--- config.mk ---
export PLATFORM = sky130hd
export DESIGN_NAME = output_serializer
export DESIGN_NICKNAME = d
export VERILOG_FILES = /design/src/rtl/output_serializer.sv
export SDC_FILE = /design/constraint.sdc
export NUM_CORES = 1
export LEC_CHECK = 0
export BUFFER_PORTS_ARGS = -buffer_cell sky130_fd_sc_hd__clkbuf_2
export CAP_MARGIN = 20
export CORE_MARGIN = 4
export CORE_UTILIZATION = 46
export CTS_CLUSTER_DIAMETER = 30
export DETAILED_ROUTE_END_ITERATION = 12
export PLACE_DENSITY_LB_ADDON = 0.05
export SETUP_SLACK_MARGIN = 0.3
export SYNTH_ARGS = -nofsm -noshare
export SYNTH_HDL_FRONTEND = slang
export SYNTH_SLANG_ARGS = --single-unit
--- constraint.sdc ---
create_clock -name clk_i -period 2.87 [get_ports clk_i]
set_input_delay 0.574 -clock clk_i [delete_from_list [all_inputs] [get_ports clk_i]]
set_output_delay 0.574 -clock clk_i [all_outputs]
set_load 0.05 [all_outputs]
--- src/rtl/output_serializer.sv ---
// Snapshot-and-stream serializer: captures a DataW-bit value on load and emits it
// as OutW-bit words over valid/ready, least-significant word first.
module output_serializer #(
  parameter int unsigned DataW = 256,
  parameter int unsigned OutW  = 16,
  localparam int unsigned NumW = DataW / OutW,
  localparam int unsigned IdxW = (NumW > 1) ? $clog2(NumW) : 1
) (
  input  logic             clk_i,
  input  logic             rst_ni,
  input  logic             load_i,
  input  logic [DataW-1:0] load_data_i,
  input  logic             out_ready_i,
  input  logic             overrun_clr_i,
  output logic             out_valid_o,
  output logic [OutW-1:0]  out_data_o,
  output logic [IdxW-1:0]  out_index_o,
  output logic             out_last_o,
  output logic             busy_o,
  output logic             overrun_o
);

  typedef enum logic {StIdle, StSend} state_e;

  localparam logic [IdxW-1:0] LastIdx = IdxW'(NumW - 1);

  state_e            state_q, state_d;
  logic [DataW-1:0]  buf_q, buf_d;
  logic [IdxW-1:0]   idx_q, idx_d;
  logic [OutW-1:0]   data_q, data_d;
  logic              last_q, last_d;
  logic              overrun_q, overrun_d;
  logic              xfer, frame_done;

  assign xfer       = (state_q == StSend) && out_ready_i;
  assign frame_done = xfer && (idx_q == LastIdx);

  always_comb begin
    state_d   = state_q;
    buf_d     = buf_q;
    idx_d     = idx_q;
    overrun_d = overrun_q;

    if (overrun_clr_i) begin
      overrun_d = 1'b0;
    end

    unique case (state_q)
      StIdle: begin
        if (load_i) begin
          buf_d   = load_data_i;
          idx_d   = '0;
          state_d = StSend;
        end
      end
      StSend: begin
        if (frame_done) begin
          idx_d = '0;
          // A load on the final-word edge starts the next frame with no bubble.
          if (load_i) begin
            buf_d = load_data_i;
          end else begin
            state_d = StIdle;
          end
        end else begin
          if (xfer) begin
            idx_d = idx_q + IdxW'(1);
          end
          // Set after the clear so a simultaneous set wins.
          if (load_i) begin
            overrun_d = 1'b1;
          end
        end
      end
      default: state_d = StIdle;
    endcase

    // Word outputs are registered: precompute what the next cycle presents.
    data_d = buf_d[idx_d*OutW +: OutW];
    last_d = (state_d == StSend) && (idx_d == LastIdx);
  end

  always_ff @(posedge clk_i or negedge rst_ni) begin
    if (!rst_ni) begin
      state_q   <= StIdle;
      buf_q     <= '0;
      idx_q     <= '0;
      data_q    <= '0;
      last_q    <= 1'b0;
      overrun_q <= 1'b0;
    end else begin
      state_q   <= state_d;
      buf_q     <= buf_d;
      idx_q     <= idx_d;
      data_q    <= data_d;
      last_q    <= last_d;
      overrun_q <= overrun_d;
    end
  end

  assign out_valid_o = (state_q == StSend);
  assign busy_o      = (state_q == StSend);
  assign out_data_o  = data_q;
  assign out_index_o = idx_q;
  assign out_last_o  = last_q;
  assign overrun_o   = overrun_q;

endmodule

# Word level (Yosys, flattened, before mapping)
# Cells that the tools add are included.
# word_totals
reg_bits	279
output_inout_bits	24
word_cells	28
# classes
addsub	1
eq_ne	2
n_shift	1
n_mux	14
bitwise_logic	1
n_reduce_logical	3
# op_table
op	n
2-to-1 mux 256 bit	2
one-hot mux 256 bit (2 select lines)	1
variable part select 256 x 9 -> 16 bit	1
2-to-1 mux 4 bit	3
equality test 4 bit (second input constant)	2
one-hot mux 4 bit (2 select lines)	1
2-to-1 mux 1 bit	6
adder 4 x 1 -> 4 bit (second input constant)	1
logical AND 1 bit	3
one-hot mux 1 bit (2 select lines)	1
NOT 1 bit	1

# Longest topological paths before layout
# Gate-level depths: netlist (run 1).
# logic_depth
ltp_word	6
depth_mapped	10
ltp_nobuf	8

# Worst setup path before layout (run 1)
# OpenSTA, ideal clock, no wires.
# synth_path
path_kind	register to register
startpoint	register idx_q[0], in the netlist out_index_o[0]
endpoint	register data_q[1], in the netlist out_data_o[1]
t_arrival_ns	2.494
path_slack_ns	0.246
path_stages_with_launch	10
path_buffers	2
synth_period_minus_slack_ns	2.624
cell_sequence	dfrtp_1 > ha_1 > nand4_2 > a21oi_2 > buf_4 > buf_4 > mux2_1 > a2bb2oi_1 > o211ai_1 > nand3_1
# synth_via
elab_chain_cells	5
word_cells_on_any_way	10
classes_between	add/sub (1); eq/ne (1); shift (1); mux (6); reduce/logical (1)
# synth_lines
element	line_no	source
start, declared	29	logic [IdxW-1:0] idx_q, idx_d;
start signal, assigned	94	idx_q <= idx_d;
equality test 4 bit	36	assign frame_done = xfer && (idx_q == LastIdx);
logical AND 1 bit	36	
2-to-1 mux 256 bit	57	if (frame_done) begin
one-hot mux 256 bit (2 select lines)	48	unique case (state_q)
named net buf_d[225]	28	logic [DataW-1:0] buf_q, buf_d;
variable part select 256 x 9 -> 16 bit	79	data_d = buf_d[idx_d*OutW +: OutW];
named net data_d[1]	30	logic [OutW-1:0] data_q, data_d;
end signal, assigned	95	data_q <= data_d;
end, declared	30	
# The timed path passes the listed nets, and every way through them passes these cells.

# Final worst setup path (run 1)
# layout_path
startpoint	register idx_q[1], in the netlist out_index_o[1]
endpoint	register data_q[10], in the netlist out_data_o[10]
# layout_via
elab_chain_cells	5
word_cells_on_any_way	10
classes_between	add/sub (1); eq/ne (1); shift (1); mux (6); reduce/logical (1)
# layout_lines
element	line_no
adder 4 x 1 -> 4 bit / equality test 4 bit (equally long branches)	67, 36
2-to-1 mux 4 bit / logical AND 1 bit (equally long branches)	66, 36
2-to-1 mux 4 bit / 2-to-1 mux 256 bit (equally long branches)	57
one-hot mux 4 bit (2 select lines) / one-hot mux 256 bit (2 select lines) (equally long branches)	48
variable part select 256 x 9 -> 16 bit *	79
named net data_d[10]	30
# Mark *: on every way through the listed nets, which the timed path passes. The rest lies on a longest branch.

==> impl_metrics.csv, run 1 <==
group,metric,value,unit
outcome,run_status,"complete, no violations",
clock_tree,cts_tree,"done",
logic_synthesis,netlist_top_cells_area,"sky130_fd_sc_hd__dfrtp_1 55%, sky130_fd_sc_hd__nand2_1 23%, sky130_fd_sc_hd__mux2i_1 3.8%",
sta,rsz_0062_raised_after_global_routing,"yes",
sta,whs,0.189,ns
worst_setup_path,r2r-start,"out_index_o[1]",
detailed_routing,drt.antenna.violating_nets,0,
logic_synthesis,synth_cell_types,46,
placement,placedCellCount,2097,
detailed_routing,drt_drc_violations_left,0,
die,io-pin-count,285,
logic_synthesis,syn_inst,1490,
worst_setup_path,worst_ep_required_time,3.27,ns
worst_setup_path,timing.critical_path.buf_inv,3,
clock_tree,clkLatencyLatePin,0.57,ns
worst_setup_path,worstSetupPathType,"flip-flop to flip-flop",
finish,share_of_cells_above_drive_strength_1,0.258,
pwr,power_density,1210,nW/um^2
detailed_routing,drt-initial-drc-count,848,
worst_setup_path,r2r-end,"out_data_o[10]",
logic_synthesis,synth-edff-count,0,
worst_setup_path,reg2regPathDepth,10,
clock_tree,clk_pin_slew,0.05,ns
placement,port_buffers,284,
placement,place_hpwl,27200,um
finish,layout.cells.non_filler,2211,
die,die_width,174,um
logic_synthesis,yosysTopAreaCell,"sky130_fd_sc_hd__dfrtp_1",
detailed_routing,drt-pass1-iter-count,5,
die,die_height,174,um
sta,finalHoldViolations,0,
pwr,ir_worst_vdd,0.687,mV
global_routing,globalRouteOverflowTotal,0,
finish,area_delta_synth_final,33.5,%
min_path,hold_end,"overrun_o",
logic_synthesis,syn_avg_cell_area,8.55,um^2
worst_setup_path,critPathMaxStageDelay,0.44,ns
sta,max_clock_freq,399,MHz
min_path,min_from,"overrun_clr_i",
detailed_routing,vias_per_cell,5.14,
pwr,total_power,20600,uW
logic_synthesis,netlist.area_leader.share,0.548,
detailed_routing,num_vias,11400,
worst_setup_path,setup.reg_to_reg.worst_slack,0.36,ns
logic_synthesis,yosys_warnings,0,
die,placementRows,60,
worst_setup_path,cp_num_cells,10,
die,core_area,27100,um^2
logic_synthesis,asyncSetResetFlopFracSynth,1.00,
die,initial_core_util,0.470,
sta,period_needed,2.51,ns
logic_synthesis,synth_nets,1752,
clock_tree,clkSinkCount,279,
logic_synthesis,area_of_the_mapped_netlist,12700,um^2
logic_synthesis,yosys.cell_count.top_type,"sky130_fd_sc_hd__nand2_1",
min_path,hold_class,"input port to flip-flop",
sta,max_slew_margin,0.532,
global_routing,grt_antenna_before_repair,3,
clock_tree,cts_root_buffer,"sky130_fd_sc_hd__clkbuf_16",
finish,antenna_cells,0,
detailed_routing,aggregate_routed_wire_length,39800,um
job,max_cap_violations,0,
die,fp.dieArea,30400,um^2
clock_tree,cts_htree_levels,2,
clock_tree,cts.path.max_buffers,3,
logic_synthesis,post_synth_top_flop,"sky130_fd_sc_hd__dfrtp_1",
logic_synthesis,synth-seq-area-share,0.548,
worst_setup_path,path_cells,"ha_2 > and3_2 > a2bb2oi_4 > inv_4 > buf_12 > buf_4 > a211oi_1 > o22ai_1 > a22oi_1 > o211ai_1",
worst_setup_path,cpLargestDelayFamily,"compound AO/OA/AOI/OAI gates",
worst_setup_path,worst-endpoint-arrival,2.91,ns
sta,skew,0.0227,ns
sta,timing_worst_slew_pin_value,0.701,ns
detailed_routing,routed_wire_length_per_instance,18.0,um
placement,routabilityCongestion,0.835,
logic_synthesis,list_of_most_frequent_post_synthesis_cells,"779 x sky130_fd_sc_hd__nand2_1, 279 x sky130_fd_sc_hd__dfrtp_1, 49 x sky130_fd_sc_hd__mux2i_1",
sta,report.final.setup_viol,0,
global_routing,global_route.usage.total,0.257,
global_routing,largest_net_degree_at_the_start_of_global_routing,87,
global_routing,wire_length_of_the_first_global_routing_pass,62800,um
global_routing,grt_pass1_vias,11600,
worst_setup_path,timing.critical_path.fanout_max,14,
sta,maxSlewViolCount,0,
worst_setup_path,critical_path.endpoint_type,"flip-flop",
sta,setup_tns,0,ns
sta,fin_crit_sh,0.873,
clock_tree,cts-buffers-inserted,61,
worst_setup_path,timing.critical_path.from_type,"flip-flop",
pwr,static_leakage,0.00908,uW
worst_setup_path,cell_type_of_the_slowest_stage_on_the_worst_timing_path,"sky130_fd_sc_hd__dfrtp_2",
finish,total_nets_final,2052,
logic_synthesis,synth_seq_cells,279,
min_path,worstHoldPathCells,2,
-- per-stage QoR --
stage	util	setup WS (ns)	cell area, um^2
finish	0.628	0.365	17000
global route	0.628	0.230	17000
CTS	0.626	0.298	17000
detailed placement	0.543	0.161	14700
global placement	0.543	0.255	14700
floorplan	-	0.441	12700
-- logic make-up after synthesis --
logic type,after synthesis,share of synthesized area
fa+ha+maj,1,0.000982
compound gates,193,0.101
buf+inv,106,0.0377
mux,66,0.0544
simple gates,845,0.258
flops,279,0.548
-- power by group --
| group | internal (uW) | leakage (uW) | switching (uW) |
|---|---|---|---|
| Sequential | 5880 | 0.00349 | 1090 |
| Clock | 5290 | 0.00110 | 2200 |
| Combinational | 2380 | 0.00449 | 3750 |
| Total | 13600 | 0.00908 | 7040 |
-- routing by layer --
metal  vias to the layer above  share of wire  track usage
met2                       414           0.46        0.395
li1                       5495              -            -
met5                         -         0.0010            0
met1                      5376           0.45        0.366
met3                        75          0.071       0.0576
met4                         6          0.024       0.0752
-- flip-flops by register name (all words and copies together) (netlist names) --
register and cells:
out_index_o 4, out_data_o 16, busy_o 1, buf_q 256, out_last_o 1, overrun_o 1
-- layout make-up --
cell class              instances  area, um^2
repair buffers                335        1960
fillers                      2371       10100
multi-input cells            1105        5350
inverters                       8        32.5
clock inverters                36         538
well taps                     372         465
clock buffers                  76        1690
flip-flops and latches        279        6980
-- timing repair --
action,4_1_cts,5_1_grt
hold endpoints to repair,35,0
setup endpoints to repair,3,16
resized for setup,2,8
setup buffers,0,0
hold buffers,1,0
pin swaps,1,3
cloned,0,1
-- cell usage in the layout, fill, tap and decap left out, types with 8 or more instances in the layout --
master | Yosys | layout
sky130_fd_sc_hd__mux2i_1 | 49 | 49
sky130_fd_sc_hd__a2bb2oi_1 | 8 | 8
sky130_fd_sc_hd__nand2_1 | 779 | 778
sky130_fd_sc_hd__clkinv_2 | 0 | 15
sky130_fd_sc_hd__mux2_2 | 11 | 11
sky130_fd_sc_hd__o211ai_1 | 12 | 12
sky130_fd_sc_hd__a211oi_1 | 20 | 20
sky130_fd_sc_hd__a21oi_1 | 41 | 41
sky130_fd_sc_hd__o221ai_1 | 11 | 11
sky130_fd_sc_hd__dfrtp_1 | 279 | 277
sky130_fd_sc_hd__a31oi_1 | 10 | 9
sky130_fd_sc_hd__nand3_1 | 26 | 26
sky130_fd_sc_hd__buf_4 | 7 | 38
sky130_fd_sc_hd__clkbuf_2 | 0 | 283
sky130_fd_sc_hd__nor2_1 | 15 | 15
sky130_fd_sc_hd__o22ai_1 | 22 | 22
sky130_fd_sc_hd__nor4_1 | 10 | 9
sky130_fd_sc_hd__clkbuf_8 | 0 | 9
sky130_fd_sc_hd__clkbuf_16 | 0 | 63
sky130_fd_sc_hd__a21o_1 | 21 | 20
sky130_fd_sc_hd__o21ai_0 | 32 | 32
sky130_fd_sc_hd__bufinv_16 | 0 | 13
sky130_fd_sc_hd__buf_12 | 0 | 9
-- worst max path at each step --
stage | from | end | slack, ns
floorplan | out_index_o[0] | out_data_o[1] | 0.44
global placement | out_ready_i | out_data_o[8] | 0.25
detailed placement | out_ready_i | out_data_o[4] | 0.16
CTS | out_index_o[0] | out_data_o[9] | 0.30
global route | out_index_o[1] | out_data_o[10] | 0.23
finish | out_index_o[1] | out_data_o[10] | 0.36
No activity file was read; power rests on OpenSTA's default activity.
==> inputs of run 2 (changes only) <==
Settings changed: CELL_PAD_IN_SITES_DETAIL_PLACEMENT set to 0, CELL_PAD_IN_SITES_GLOBAL_PLACEMENT set to 1, CORE_UTILIZATION 46 to 40.
==> run 2 against run 1 <==
Flip-flop and latch count stayed put. Critical path depth decreased by 1. Final cell count rose by 2.4%. Via count rose by 0.31%. Hold slack worse by 0.18 ns. First-iteration DRC count shrank 15%. Core utilization fell by 7.9 points. Global-route usage shrank 1.8 points. Sequential share of layout area is 0.64 points lower. Clock skew about the same. Count of clock-buffer cells in the layout grew 3. Critical endpoint is now out_data_o[12]. Highest routed layer unchanged.
==> impl_metrics.csv, run 2 (synthesis gave the netlist of run 1 again) <==
group,metric,value,unit
sta,whs,0.00699,ns
pwr,share_clk_of_total_power,0.363,
clock_tree,cts.path.max_buffers,3,
sta,fin_crit_sh,0.875,
sta,period_needed,2.51,ns
worst_setup_path,worst_ep_required_time,3.26,ns
pwr,power.switching_fraction,0.352,
sta,timing_worst_slew_pin_value,0.860,ns
finish,utilization,0.549,
clock_tree,cts_root_buffer,"sky130_fd_sc_hd__clkbuf_16",
die,die_width,187,um
finish,fillers,2960,
detailed_routing,vias_per_cell,5.04,
clock_tree,clkSinkCount,279,
sta,max_slew_margin,0.427,
pwr,static_leakage,0.00920,uW
worst_setup_path,setup.reg_to_reg.worst_slack,0.36,ns
worst_setup_path,timing.critical_path.from_type,"flip-flop",
worst_setup_path,reg2regPathDepth,9,
sta,rsz_0062_raised_after_global_routing,"yes",
clock_tree,clkLatencyLatePin,0.54,ns
finish,layout.cells.non_filler,2264,
finish,share_of_cells_above_drive_strength_1,0.271,
die,core_area,31500,um^2
global_routing,globalRouteOverflowTotal,0,
pwr,internal_power_of_the_cells,13500,uW
clock_tree,clk_pin_slew,0.04,ns
worst_setup_path,r2r-start,"out_index_o[1]",
finish,multiInputGateArea,5370,um^2
job,max_cap_violations,0,
die,die_height,187,um
sta,finalHoldViolations,0,
detailed_routing,drt.antenna.violating_nets,0,
global_routing,grt_pass1_vias,11800,
sta,max_clock_freq,398,MHz
finish,largest-register,"buf_q",
worst_setup_path,timing.critical_path.fanout_max,34,
placement,routabilityCongestion,0.833,
outcome,run_status,"complete, no violations",
pwr,power_density,1210,nW/um^2
global_routing,largest_net_degree_at_the_start_of_global_routing,94,
pwr,p_sw,7360,uW
finish,total_nets_final,2071,
finish,leading_cell_types_in_the_layout_fill_and_taps_excluded,"778 x sky130_fd_sc_hd__nand2_1, 283 x sky130_fd_sc_hd__clkbuf_2, 277 x sky130_fd_sc_hd__dfrtp_1",
detailed_routing,num_vias,11400,
clock_tree,cts_htree_levels,3,
worst_setup_path,worst-endpoint-arrival,2.90,ns
sta,maxSlewViolCount,0,
worst_setup_path,critical_path.endpoint_type,"flip-flop",
clock_tree,cts_hold_buf,0,
clock_tree,cts_tree,"done",
detailed_routing,aggregate_routed_wire_length,42200,um
pwr,power.share.combinational,0.303,
detailed_routing,routed_wire_length_per_instance,18.6,um
worst_setup_path,worstSetupPathType,"flip-flop to flip-flop",
placement,place_hpwl,29200,um
finish,largest_reg_flops,256,
die,initial_core_util,0.405,
global_routing,grt_antenna_before_repair,1,
detailed_routing,drt-pass1-iter-count,4,
finish,layout.area.seq,6980,um^2
finish,antenna_cells,0,
sta,setup_tns,0,ns
die,fp.dieArea,34800,um^2
pwr,power_frac_seq,0.334,
min_path,hold_class,"input port to asynchronous set/reset pin",
sta,report.final.setup_viol,0,
finish,area_delta_synth_final,35.6,%
placement,placedCellCount,2134,
pwr,ir_worst_vdd,0.536,mV
clock_tree,cts-buffers-inserted,68,
placement,port_buffers,284,
global_routing,wire_length_of_the_first_global_routing_pass,65900,um
global_routing,global_route.usage.total,0.238,
finish,most_common_cell_after_layout_fill_and_taps_aside,"sky130_fd_sc_hd__nand2_1",
detailed_routing,drt_drc_violations_left,0,
detailed_routing,drt-initial-drc-count,720,
worst_setup_path,r2r-end,"out_data_o[12]",
die,io-pin-count,285,
sta,skew,0.0231,ns
die,placementRows,65,
[run 2: cell count changes in the layout (fill, tap and decap cells not counted), moves of 2 or more]
cell                         before  now
sky130_fd_sc_hd__bufinv_16       13    7
sky130_fd_sc_hd__clkinv_4         3   10
sky130_fd_sc_hd__clkbuf_8         9    7
sky130_fd_sc_hd__clkinvlp_4       4    7
sky130_fd_sc_hd__buf_6            1    3
sky130_fd_sc_hd__clkbuf_16       63   68
sky130_fd_sc_hd__clkinv_8         1    3
sky130_fd_sc_hd__buf_12           9   12
sky130_fd_sc_hd__buf_4           38   45
sky130_fd_sc_hd__inv_6            0    5
[run 2: cell type report]
type,count,area share
clock buffers,79,0.105
repair inverters,1,0.000507
multi-input cells,1106,0.310
clock inverters,44,0.0289
flip-flops and latches,279,0.404
inverters,8,0.00224
well taps,402,0.0291
repair buffers,345,0.120
[run 2: metal layers]
| metal | part of all wire | track usage |
|---|---|---|
| met1 | 0.46 | 0.338 |
| met2 | 0.46 | 0.370 |
| met3 | 0.059 | 0.0501 |
| met4 | 0.024 | 0.0759 |
| met5 | 0.00031 | 0 |
[run 2: worst max path at each step]
stage	slack, ns	end	cells after the start	from
floorplan	0.44	out_data_o[1]	9	out_index_o[0]
global placement	0.06	out_data_o[3]	9	out_index_o[0]
detailed placement	-0.06	out_data_o[3]	9	out_index_o[0]
CTS	0.32	out_data_o[2]	10	out_index_o[0]
global route	0.24	out_data_o[15]	10	out_index_o[1]
finish	0.36	out_data_o[12]	9	out_index_o[1]
[run 2: power by group through the flow]
stage	Combinational, uW	Clock, uW	Sequential (uW)
3_3_place_gp	6030	0	7020
4_1_cts	6310	7710	6970
2_1_floorplan	3670	0	7090
3_5_place_dp	6150	0	7000
5_1_grt	7060	7940	7190
6_report	6330	7590	6970
[run 2: timing repair]
| action | in CTS | in global routing |
|---|---|---|
| pin swaps | 2 | 0 |
| gates cloned | 2 | 1 |
| hold endpoints to repair | 0 | 0 |
| setup buffers | 4 | 0 |
| gates resized for setup | 8 | 11 |
| setup endpoints to repair | 16 | 42 |
[run 2: critical path, cell delays in order, from the launching register on]
cell and delay (ns):
sky130_fd_sc_hd__dfrtp_2 0.44, sky130_fd_sc_hd__ha_2 0.25, sky130_fd_sc_hd__and3_2 0.27, sky130_fd_sc_hd__a2bb2oi_4 0.22, sky130_fd_sc_hd__buf_4 0.18, sky130_fd_sc_hd__buf_12 0.20
sky130_fd_sc_hd__nand2_1 0.10, sky130_fd_sc_hd__buf_4 0.20, sky130_fd_sc_hd__o211ai_1 0.35, sky130_fd_sc_hd__nand3_1 0.14
[run 2: metrics by stage]
step	total power, uW	area, um^2	worst slack, ns
final	20900	17300	0.359
after global routing	22200	17300	0.242
after CTS	21000	17200	0.316
after detailed placement	13100	14800	-0.0646
after global placement	13000	14800	0.0640
after floorplan	10800	12700	0.441
